## config.mk

```make
export PLATFORM = sky130hd
export DESIGN_NAME = gcn_controller
export DESIGN_NICKNAME = d
export VERILOG_FILES = /design/src/rtl/gcn_pkg.sv /design/src/rtl/gcn_mod_counter.sv /design/src/rtl/gcn_controller.sv
export SDC_FILE = /design/constraint.sdc
export NUM_CORES = 1
export LEC_CHECK = 0
export CORE_MARGIN = 5
export CORE_UTILIZATION = 45
export DETAILED_ROUTE_END_ITERATION = 16
export HOLD_SLACK_MARGIN = 0.08
export MAX_ROUTING_LAYER = met4
export PLACE_DENSITY = 0.84
export SETUP_SLACK_MARGIN = 0.1
export SLEW_MARGIN = 20
export SYNTH_ARGS = -nofsm -noshare
export SYNTH_HDL_FRONTEND = slang
export SYNTH_SLANG_ARGS = --single-unit
```

## constraint.sdc

```tcl
create_clock -name clk -period 2.45 [get_ports clk]
set_clock_uncertainty 0.05 [all_clocks]
set_input_delay 0.3675 -clock clk [delete_from_list [all_inputs] [get_ports clk]]
set_output_delay 0.3675 -clock clk [all_outputs]
set_load 0.05 [all_outputs]
```

## src/rtl/gcn_pkg.sv

```systemverilog
// gcn_pkg: shared constants and types for the GCN controller.
// Holds the matrix/graph dimensions, the memory map base for feature rows,
// the counter widths derived from those dimensions and the FSM state type.
package gcn_pkg;

  localparam int FEATURE_ROWS  = 6;
  localparam int WEIGHT_COLS   = 3;
  localparam int NUM_OF_EDGES  = 6;
  localparam int ADDRESS_WIDTH = 13;

  localparam logic [ADDRESS_WIDTH-1:0] FEATURE_BASE = 13'h200;

  // Counter widths; every index output is exactly one of these wide.
  localparam int ROW_W  = $clog2(FEATURE_ROWS);
  localparam int COL_W  = $clog2(WEIGHT_COLS);
  localparam int EDGE_W = $clog2(NUM_OF_EDGES);

  typedef enum logic [2:0] {
    IDLE,
    RD_WEIGHT,
    RD_FEATURE,
    FT_CAPTURE,
    MAC,
    AGGREGATE,
    ARGMAX,
    DONE
  } gcn_ctrl_state_t;

endpackage

```

## src/rtl/gcn_mod_counter.sv

```systemverilog
// gcn_mod_counter: modulo-N phase counter.
// Ports:
//   clk, reset  - clock and synchronous active-high reset
//   clear       - force the count to 0 on the next edge (wins over incr)
//   incr        - advance the count, wrapping to 0 after MODULUS-1
//   count_next  - value the count will hold after the next edge
//   terminal    - current count equals MODULUS-1
// The controller registers all of its outputs from next-cycle values, which
// is why the counter exposes its next count rather than its current one.
module gcn_mod_counter #(
  parameter int MODULUS = 3,
  parameter int WIDTH   = 2
) (
  input  logic             clk,
  input  logic             reset,
  input  logic             clear,
  input  logic             incr,
  output logic [WIDTH-1:0] count_next,
  output logic             terminal
);

  logic [WIDTH-1:0] count_q;
  logic [WIDTH-1:0] count_d;

  // Next-count logic: clear has priority, increment wraps at the terminal value.
  always_comb begin
    terminal = (count_q == WIDTH'(MODULUS - 1));
    count_d  = count_q;
    if (clear) begin
      count_d = '0;
    end else if (incr) begin
      count_d = terminal ? '0 : count_q + WIDTH'(1);
    end
  end

  // Count register.
  always_ff @(posedge clk) begin
    if (reset) begin
      count_q <= '0;
    end else begin
      count_q <= count_d;
    end
  end

  assign count_next = count_d;

endmodule

```

## src/rtl/gcn_controller.sv

```systemverilog
// gcn_controller: sequencing FSM for a small GCN inference datapath.
// Reads the weight columns, then for each feature row reads and captures the
// row and runs one MAC per weight column, then walks the COO edge list for
// aggregation, then runs an argmax over every row and reports done.
// Ports:
//   clk, reset      - clock, synchronous active-high reset
//   start           - level run request (sampled in IDLE and DONE)
//   read_address    - feature/weight memory address, enable_read strobe
//   coo_address     - COO column index during AGGREGATE
//   weight_wr_*     - capture strobe/column for the weight buffer
//   feature_wr_en   - capture strobe for the feature register
//   mac_*           - dot-product enable with row/column
//   agg_*           - COO data valid with its edge index
//   argmax_*        - argmax enable with row
//   busy, done      - run status
// Every output is a flop loaded from the value it must hold in the next cycle.
module gcn_controller
  import gcn_pkg::*;
(
  input  logic                     clk,
  input  logic                     reset,
  input  logic                     start,
  output logic [ADDRESS_WIDTH-1:0] read_address,
  output logic                     enable_read,
  output logic [EDGE_W-1:0]        coo_address,
  output logic                     weight_wr_en,
  output logic [COL_W-1:0]         weight_wr_idx,
  output logic                     feature_wr_en,
  output logic                     mac_en,
  output logic [ROW_W-1:0]         mac_row,
  output logic [COL_W-1:0]         mac_col,
  output logic                     agg_en,
  output logic [EDGE_W-1:0]        agg_edge,
  output logic                     argmax_en,
  output logic [ROW_W-1:0]         argmax_row,
  output logic                     busy,
  output logic                     done
);

  gcn_ctrl_state_t state_q, state_d;
  logic            agg_drain_q, agg_drain_d;

  logic [ADDRESS_WIDTH-1:0] read_address_q, read_address_d;
  logic                     enable_read_q, enable_read_d;
  logic [EDGE_W-1:0]        coo_address_q, coo_address_d;
  logic                     weight_wr_en_q, weight_wr_en_d;
  logic [COL_W-1:0]         weight_wr_idx_q, weight_wr_idx_d;
  logic                     feature_wr_en_q, feature_wr_en_d;
  logic                     mac_en_q, mac_en_d;
  logic [ROW_W-1:0]         mac_row_q, mac_row_d;
  logic [COL_W-1:0]         mac_col_q, mac_col_d;
  logic                     agg_en_q, agg_en_d;
  logic [EDGE_W-1:0]        agg_edge_q, agg_edge_d;
  logic                     argmax_en_q, argmax_en_d;
  logic [ROW_W-1:0]         argmax_row_q, argmax_row_d;
  logic                     busy_q, busy_d;
  logic                     done_q, done_d;

  logic              cnt_clear;
  logic              w_incr, row_incr, col_incr, edge_incr, amax_incr;
  logic [COL_W-1:0]  w_next, col_next;
  logic [ROW_W-1:0]  row_next, amax_next;
  logic [EDGE_W-1:0] edge_next;
  logic              w_tc, row_tc, col_tc, edge_tc, amax_tc;

  // Counters are held at 0 while idle so every run starts from index 0.
  assign cnt_clear = (state_q == IDLE);
  assign w_incr    = (state_q == RD_WEIGHT);
  assign col_incr  = (state_q == MAC);
  assign row_incr  = (state_q == MAC) && col_tc;
  assign edge_incr = (state_q == AGGREGATE) && !agg_drain_q;
  assign amax_incr = (state_q == ARGMAX);

  gcn_mod_counter #(.MODULUS(WEIGHT_COLS), .WIDTH(COL_W)) u_weight_cnt (
    .clk(clk), .reset(reset), .clear(cnt_clear), .incr(w_incr),
    .count_next(w_next), .terminal(w_tc)
  );

  gcn_mod_counter #(.MODULUS(FEATURE_ROWS), .WIDTH(ROW_W)) u_row_cnt (
    .clk(clk), .reset(reset), .clear(cnt_clear), .incr(row_incr),
    .count_next(row_next), .terminal(row_tc)
  );

  gcn_mod_counter #(.MODULUS(WEIGHT_COLS), .WIDTH(COL_W)) u_col_cnt (
    .clk(clk), .reset(reset), .clear(cnt_clear), .incr(col_incr),
    .count_next(col_next), .terminal(col_tc)
  );

  gcn_mod_counter #(.MODULUS(NUM_OF_EDGES), .WIDTH(EDGE_W)) u_edge_cnt (
    .clk(clk), .reset(reset), .clear(cnt_clear), .incr(edge_incr),
    .count_next(edge_next), .terminal(edge_tc)
  );

  gcn_mod_counter #(.MODULUS(FEATURE_ROWS), .WIDTH(ROW_W)) u_argmax_cnt (
    .clk(clk), .reset(reset), .clear(cnt_clear), .incr(amax_incr),
    .count_next(amax_next), .terminal(amax_tc)
  );

  // Next-state logic. AGGREGATE needs one extra drain cycle after the last
  // COO address so the final edge's data can be flagged valid; agg_drain
  // marks that cycle.
  always_comb begin
    state_d     = state_q;
    agg_drain_d = agg_drain_q;
    case (state_q)
      IDLE:       if (start) state_d = RD_WEIGHT;
      RD_WEIGHT:  if (w_tc) state_d = RD_FEATURE;
      RD_FEATURE: state_d = FT_CAPTURE;
      FT_CAPTURE: state_d = MAC;
      MAC:        if (col_tc) state_d = row_tc ? AGGREGATE : RD_FEATURE;
      AGGREGATE: begin
        if (agg_drain_q) begin
          state_d     = ARGMAX;
          agg_drain_d = 1'b0;
        end else if (edge_tc) begin
          agg_drain_d = 1'b1;
        end
      end
      ARGMAX:     if (amax_tc) state_d = DONE;
      DONE:       if (!start) state_d = IDLE;
      default:    state_d = IDLE;
    endcase
  end

  // Output decode for the coming cycle. Strobes tied to the upcoming state
  // use next counter values; the capture/valid strobes follow a one-cycle
  // memory latency, so their indices are simply last cycle's addresses.
  always_comb begin
    read_address_d  = '0;
    enable_read_d   = 1'b0;
    coo_address_d   = '0;
    weight_wr_en_d  = 1'b0;
    weight_wr_idx_d = '0;
    feature_wr_en_d = 1'b0;
    mac_en_d        = 1'b0;
    mac_row_d       = '0;
    mac_col_d       = '0;
    agg_en_d        = 1'b0;
    agg_edge_d      = '0;
    argmax_en_d     = 1'b0;
    argmax_row_d    = '0;
    busy_d          = (state_d != IDLE) && (state_d != DONE);
    done_d          = (state_d == DONE);

    case (state_d)
      RD_WEIGHT: begin
        enable_read_d  = 1'b1;
        read_address_d = ADDRESS_WIDTH'(w_next);
      end
      RD_FEATURE: begin
        enable_read_d  = 1'b1;
        read_address_d = FEATURE_BASE + ADDRESS_WIDTH'(row_next);
      end
      FT_CAPTURE: feature_wr_en_d = 1'b1;
      MAC: begin
        mac_en_d  = 1'b1;
        mac_row_d = row_next;
        mac_col_d = col_next;
      end
      AGGREGATE: if (!agg_drain_d) coo_address_d = edge_next;
      ARGMAX: begin
        argmax_en_d  = 1'b1;
        argmax_row_d = amax_next;
      end
      default: ;
    endcase

    if (state_q == RD_WEIGHT) begin
      weight_wr_en_d  = 1'b1;
      weight_wr_idx_d = read_address_q[COL_W-1:0];
    end
    if ((state_q == AGGREGATE) && !agg_drain_q) begin
      agg_en_d   = 1'b1;
      agg_edge_d = coo_address_q;
    end
  end

  // State and output registers; reset forces everything to 0 / IDLE.
  always_ff @(posedge clk) begin
    if (reset) begin
      state_q         <= IDLE;
      agg_drain_q     <= 1'b0;
      read_address_q  <= '0;
      enable_read_q   <= 1'b0;
      coo_address_q   <= '0;
      weight_wr_en_q  <= 1'b0;
      weight_wr_idx_q <= '0;
      feature_wr_en_q <= 1'b0;
      mac_en_q        <= 1'b0;
      mac_row_q       <= '0;
      mac_col_q       <= '0;
      agg_en_q        <= 1'b0;
      agg_edge_q      <= '0;
      argmax_en_q     <= 1'b0;
      argmax_row_q    <= '0;
      busy_q          <= 1'b0;
      done_q          <= 1'b0;
    end else begin
      state_q         <= state_d;
      agg_drain_q     <= agg_drain_d;
      read_address_q  <= read_address_d;
      enable_read_q   <= enable_read_d;
      coo_address_q   <= coo_address_d;
      weight_wr_en_q  <= weight_wr_en_d;
      weight_wr_idx_q <= weight_wr_idx_d;
      feature_wr_en_q <= feature_wr_en_d;
      mac_en_q        <= mac_en_d;
      mac_row_q       <= mac_row_d;
      mac_col_q       <= mac_col_d;
      agg_en_q        <= agg_en_d;
      agg_edge_q      <= agg_edge_d;
      argmax_en_q     <= argmax_en_d;
      argmax_row_q    <= argmax_row_d;
      busy_q          <= busy_d;
      done_q          <= done_d;
    end
  end

  assign read_address  = read_address_q;
  assign enable_read   = enable_read_q;
  assign coo_address   = coo_address_q;
  assign weight_wr_en  = weight_wr_en_q;
  assign weight_wr_idx = weight_wr_idx_q;
  assign feature_wr_en = feature_wr_en_q;
  assign mac_en        = mac_en_q;
  assign mac_row       = mac_row_q;
  assign mac_col       = mac_col_q;
  assign agg_en        = agg_en_q;
  assign agg_edge      = agg_edge_q;
  assign argmax_en     = argmax_en_q;
  assign argmax_row    = argmax_row_q;
  assign busy          = busy_q;
  assign done          = done_q;

endmodule
```

==> impl_results.md <==
* Status: complete, no violations
* Sw Ratio at 0.232
* Mapped Area at 1770 sq um
* Final RePlAce weighted congestion at around 0.9
* Max Freq at 441 MHz
* Met2 usage at 0.228
* Syn_area_per_cell at 9.26 sq um
* I/O pin cnt at 40
* TritonRoute pass-1 iters at 4
* Hold Slack at 409 ps
* CP startpoint kind: register
* Slew headroom at 0.556
* Ys flop type: dfxtp_1
* Sequential power share at 0.579
* Psw at slightly below 300 uW
* Post-layout util at 0.595
* Layout cells sized above 1 at 0.117
* Area share of the largest cell type after synthesis at 0.510
* Arrival time worst endpoint at 2390 ps
* Synth Instances at roughly 190
* Worst Tran Pin Value at about 660 ps
* Met1 track demand over resource at 0.180
* Met3 Use GR at 0.0358
* P_int at 988 uW
* Clock latency on the worst-skew pair at just under 300 ps
* Cells along the critical path: or4b_4 -> nor4b_4 -> nor4_2 -> or2_1 -> a311oi_1
* Tmin final at 2270 ps
* Fill cell total of the finished layout at 347
* WL/cell at roughly 13 microns
* Hold depth at 1
* CP peak stage delay at 570 ps
* Reg2reg setup slack at 180 ps
* Post-route antenna net violation count at 0
* Chip height at between 70 and 80 microns
* Worst Hold Class: register to register
* Vias in the first global route at 1,351
* Slowest CP cell: or4b_4
* Fraction of registers with async set/reset at 0
* Iteration-0 DRC Markers at 85
* Flops & latches, synth at 45
* DRC at 0
* Diode count at 0
* CTS Hold Buffers Added at 0
* Die area at ~5300 sq um
* Area leader, netlist: dfxtp_1
* Clock transition at the registers of the reported paths at ~80 ps
* Final wirelength at 3.56 mm
* Tcrit/Tclk final at 0.927
* Final nets at 234
* RR Endpoint: busy
* P per Cell Area at 577 nW/um^2
* Core Area at 3740 sq um
* Crit path required time at approximately 2600 ps
* Clock tree buffer depth at 2
* Starting density of the core at 0.472
* Routed vias/inst at roughly 5.1
* Logic gate share of total power at 0.078
* Synth area leaders: dfxtp_1 51%, nor2_1 6.4%, buf_4 3.8%
* GRT overflow at 0
* Die W at 72.7 microns
* Htree depth at 2
* Slew Limit Fails at 0
* Fin. Hold Viols at 0
* Largest net degree at the start of global routing at 19
* Grt peak-use layer: met2
* YS warnings at 0
* Sequential area share after synthesis at 0.510
* Antenna violations before repair at 0
* Crit Path Category: register to register
* # clock sinks at between 40 and 50
* Worst R2R Path Depth at 5
* Syn-to-layout area delta at 26.0%
* First-pass GRT wire length at 5.98 mm
* Hold EP: agg_edge[1]
* Gr usage total at 0.147
* Cts bufs inserted at 5
* Post-cts sizing count at 0
* Clk root buf: clkbuf_8
* Clock Power Share at 0.343
* Buffers on Ports at 30
* Maxcap violations at 0
* CP endpoint kind: register
* Number of synthesized flops with an enable pin at 0
* TNS Setup at 0 ps
* RSZ-0062 raised after global routing: false
* # setup viols final at 0
* Setup bufs post-CTS at 0
* Critical Path Fanout Max at 8
* DP HPWL at 2.58 mm
* Vias at 1,427
* Worst r2r src: state_q[1]
* Leakage at 0.000867 uW
* IR drop worst, VDD at around 0.00044 V
* Synth cell types at 44
* CTS tree: yes
* Worst hold start: coo_address[1]
* # rows at 22
-- final cells by class --
cell class | count | area (sq um) | area share
Timing Repair Buffer | 40 | 375 | 0.168
Multi-Input combinational cell | 131 | 776 | 0.348
Sequential cell | 45 | 901 | 0.404
Tap cell | 48 | 60.1 | 0.0270
Clock buffer | 7 | 86.3 | 0.0387
Inverter | 8 | 30.0 | 0.0135
-- Yosys cell counts, drive strengths merged (2+ instances only) --
library cell and count:
or2 4, inv 8, o22ai 3, mux2 3
nor4b 2, nor2 30, nor3 6, o21ai 5
nor2b 7, nor4 2, nand2b 3, nand2 10
a21oi 8, dfxtp 45, buf 10, and4b 2
clkbuf 5, nor3b 2, nand4 2, a22oi 4
a22o 2, and2 6, nand3 2, nand3b 4
-- how the worst max path moves through the flow --
stage	startpoint	to	slack, ps	cells after the start
global placement	start	coo_address[0]	220	7
CTS	state_q[1]	busy	210	5
detailed placement	start	coo_address[0]	140	7
finish	state_q[1]	busy	180	5
global route	state_q[1]	busy	110	5
floorplan	state_q[0]	busy	530	5
-- power groups by stage --
stage	combinational [uW]	sequential [uW]	clock [uW]
2_1_floorplan	68.3	778	0
4_1_cts	100	744	456
3_3_place_gp	99.0	761	0
5_1_grt	106	745	494
3_5_place_dp	99.3	761	0
6_report	101	745	441
-- through the flow --
step | cell area (sq um) | total power [uW] | worst slack, ps | std cells
after floorplan | 1800 | 846 | 528 | 199
after global placement | 2140 | 860 | 215 | 272
after detailed placement | 2140 | 861 | 143 | 272
after CTS | 2230 | 1300 | 209 | 279
after global routing | 2230 | 1340 | 110 | 279
final | 2230 | 1290 | 180 | 279
-- flip-flops by register name, indices dropped and copies added, names as in the netlist, 2 cells and up --
name and flops:
u_weight_cnt.count_q 2, u_row_cnt.count_q 3, read_address 4, u_col_cnt.count_q 2
weight_wr_idx 2, coo_address 3, state_q 3, agg_edge 3
u_argmax_cnt.count_q 3, mac_col 2, mac_row 3, argmax_row 3
u_edge_cnt.count_q 3
-- per-layer routing --
layer,wire (microns),share of wire
met5,0,0
met4,89,0.025
met3,208,0.058
met2,1630,0.46
met1,1630,0.46
-- cell usage in the layout (no fill, tap or decap), types with 2 or more instances in the layout --
cell type	n
nand2_1	10
nor2b_1	7
dfxtp_1	45
and2_1	6
a22o_1	2
and4b_1	2
a21oi_1	8
o22ai_1	3
conb_1	9
nand2b_1	3
o21ai_0	5
nand3b_1	4
nand4_1	2
inv_1	8
or2_2	3
nor3_1	6
clkdlybuf4s50_1	30
buf_4	10
a22oi_1	4
mux2_2	3
nor2_1	30
nand3_1	2
clkbuf_8	6
nor3b_1	2
-- worst max-delay path, delay by kind of cell, from the launching register on --
kind            cells  cell delay [ps]
simple gates        4             1350
flops               1              400
compound gates      1              350
-- kinds of logic (layout without fill, tap and decap cells) --
kind of cell / count (synthesis) / count (layout) / synth area share
buf+inv: 23 / 55 / 0.0686
flops: 45 / 45 / 0.510
xor+xnor: 1 / 1 / 0.00495
mux: 4 / 4 / 0.0248
compound gates: 29 / 29 / 0.107
simple gates: 88 / 88 / 0.283
other cells: 1 / 9 / 0.00212
No activity file was read; power rests on OpenSTA's default activity.
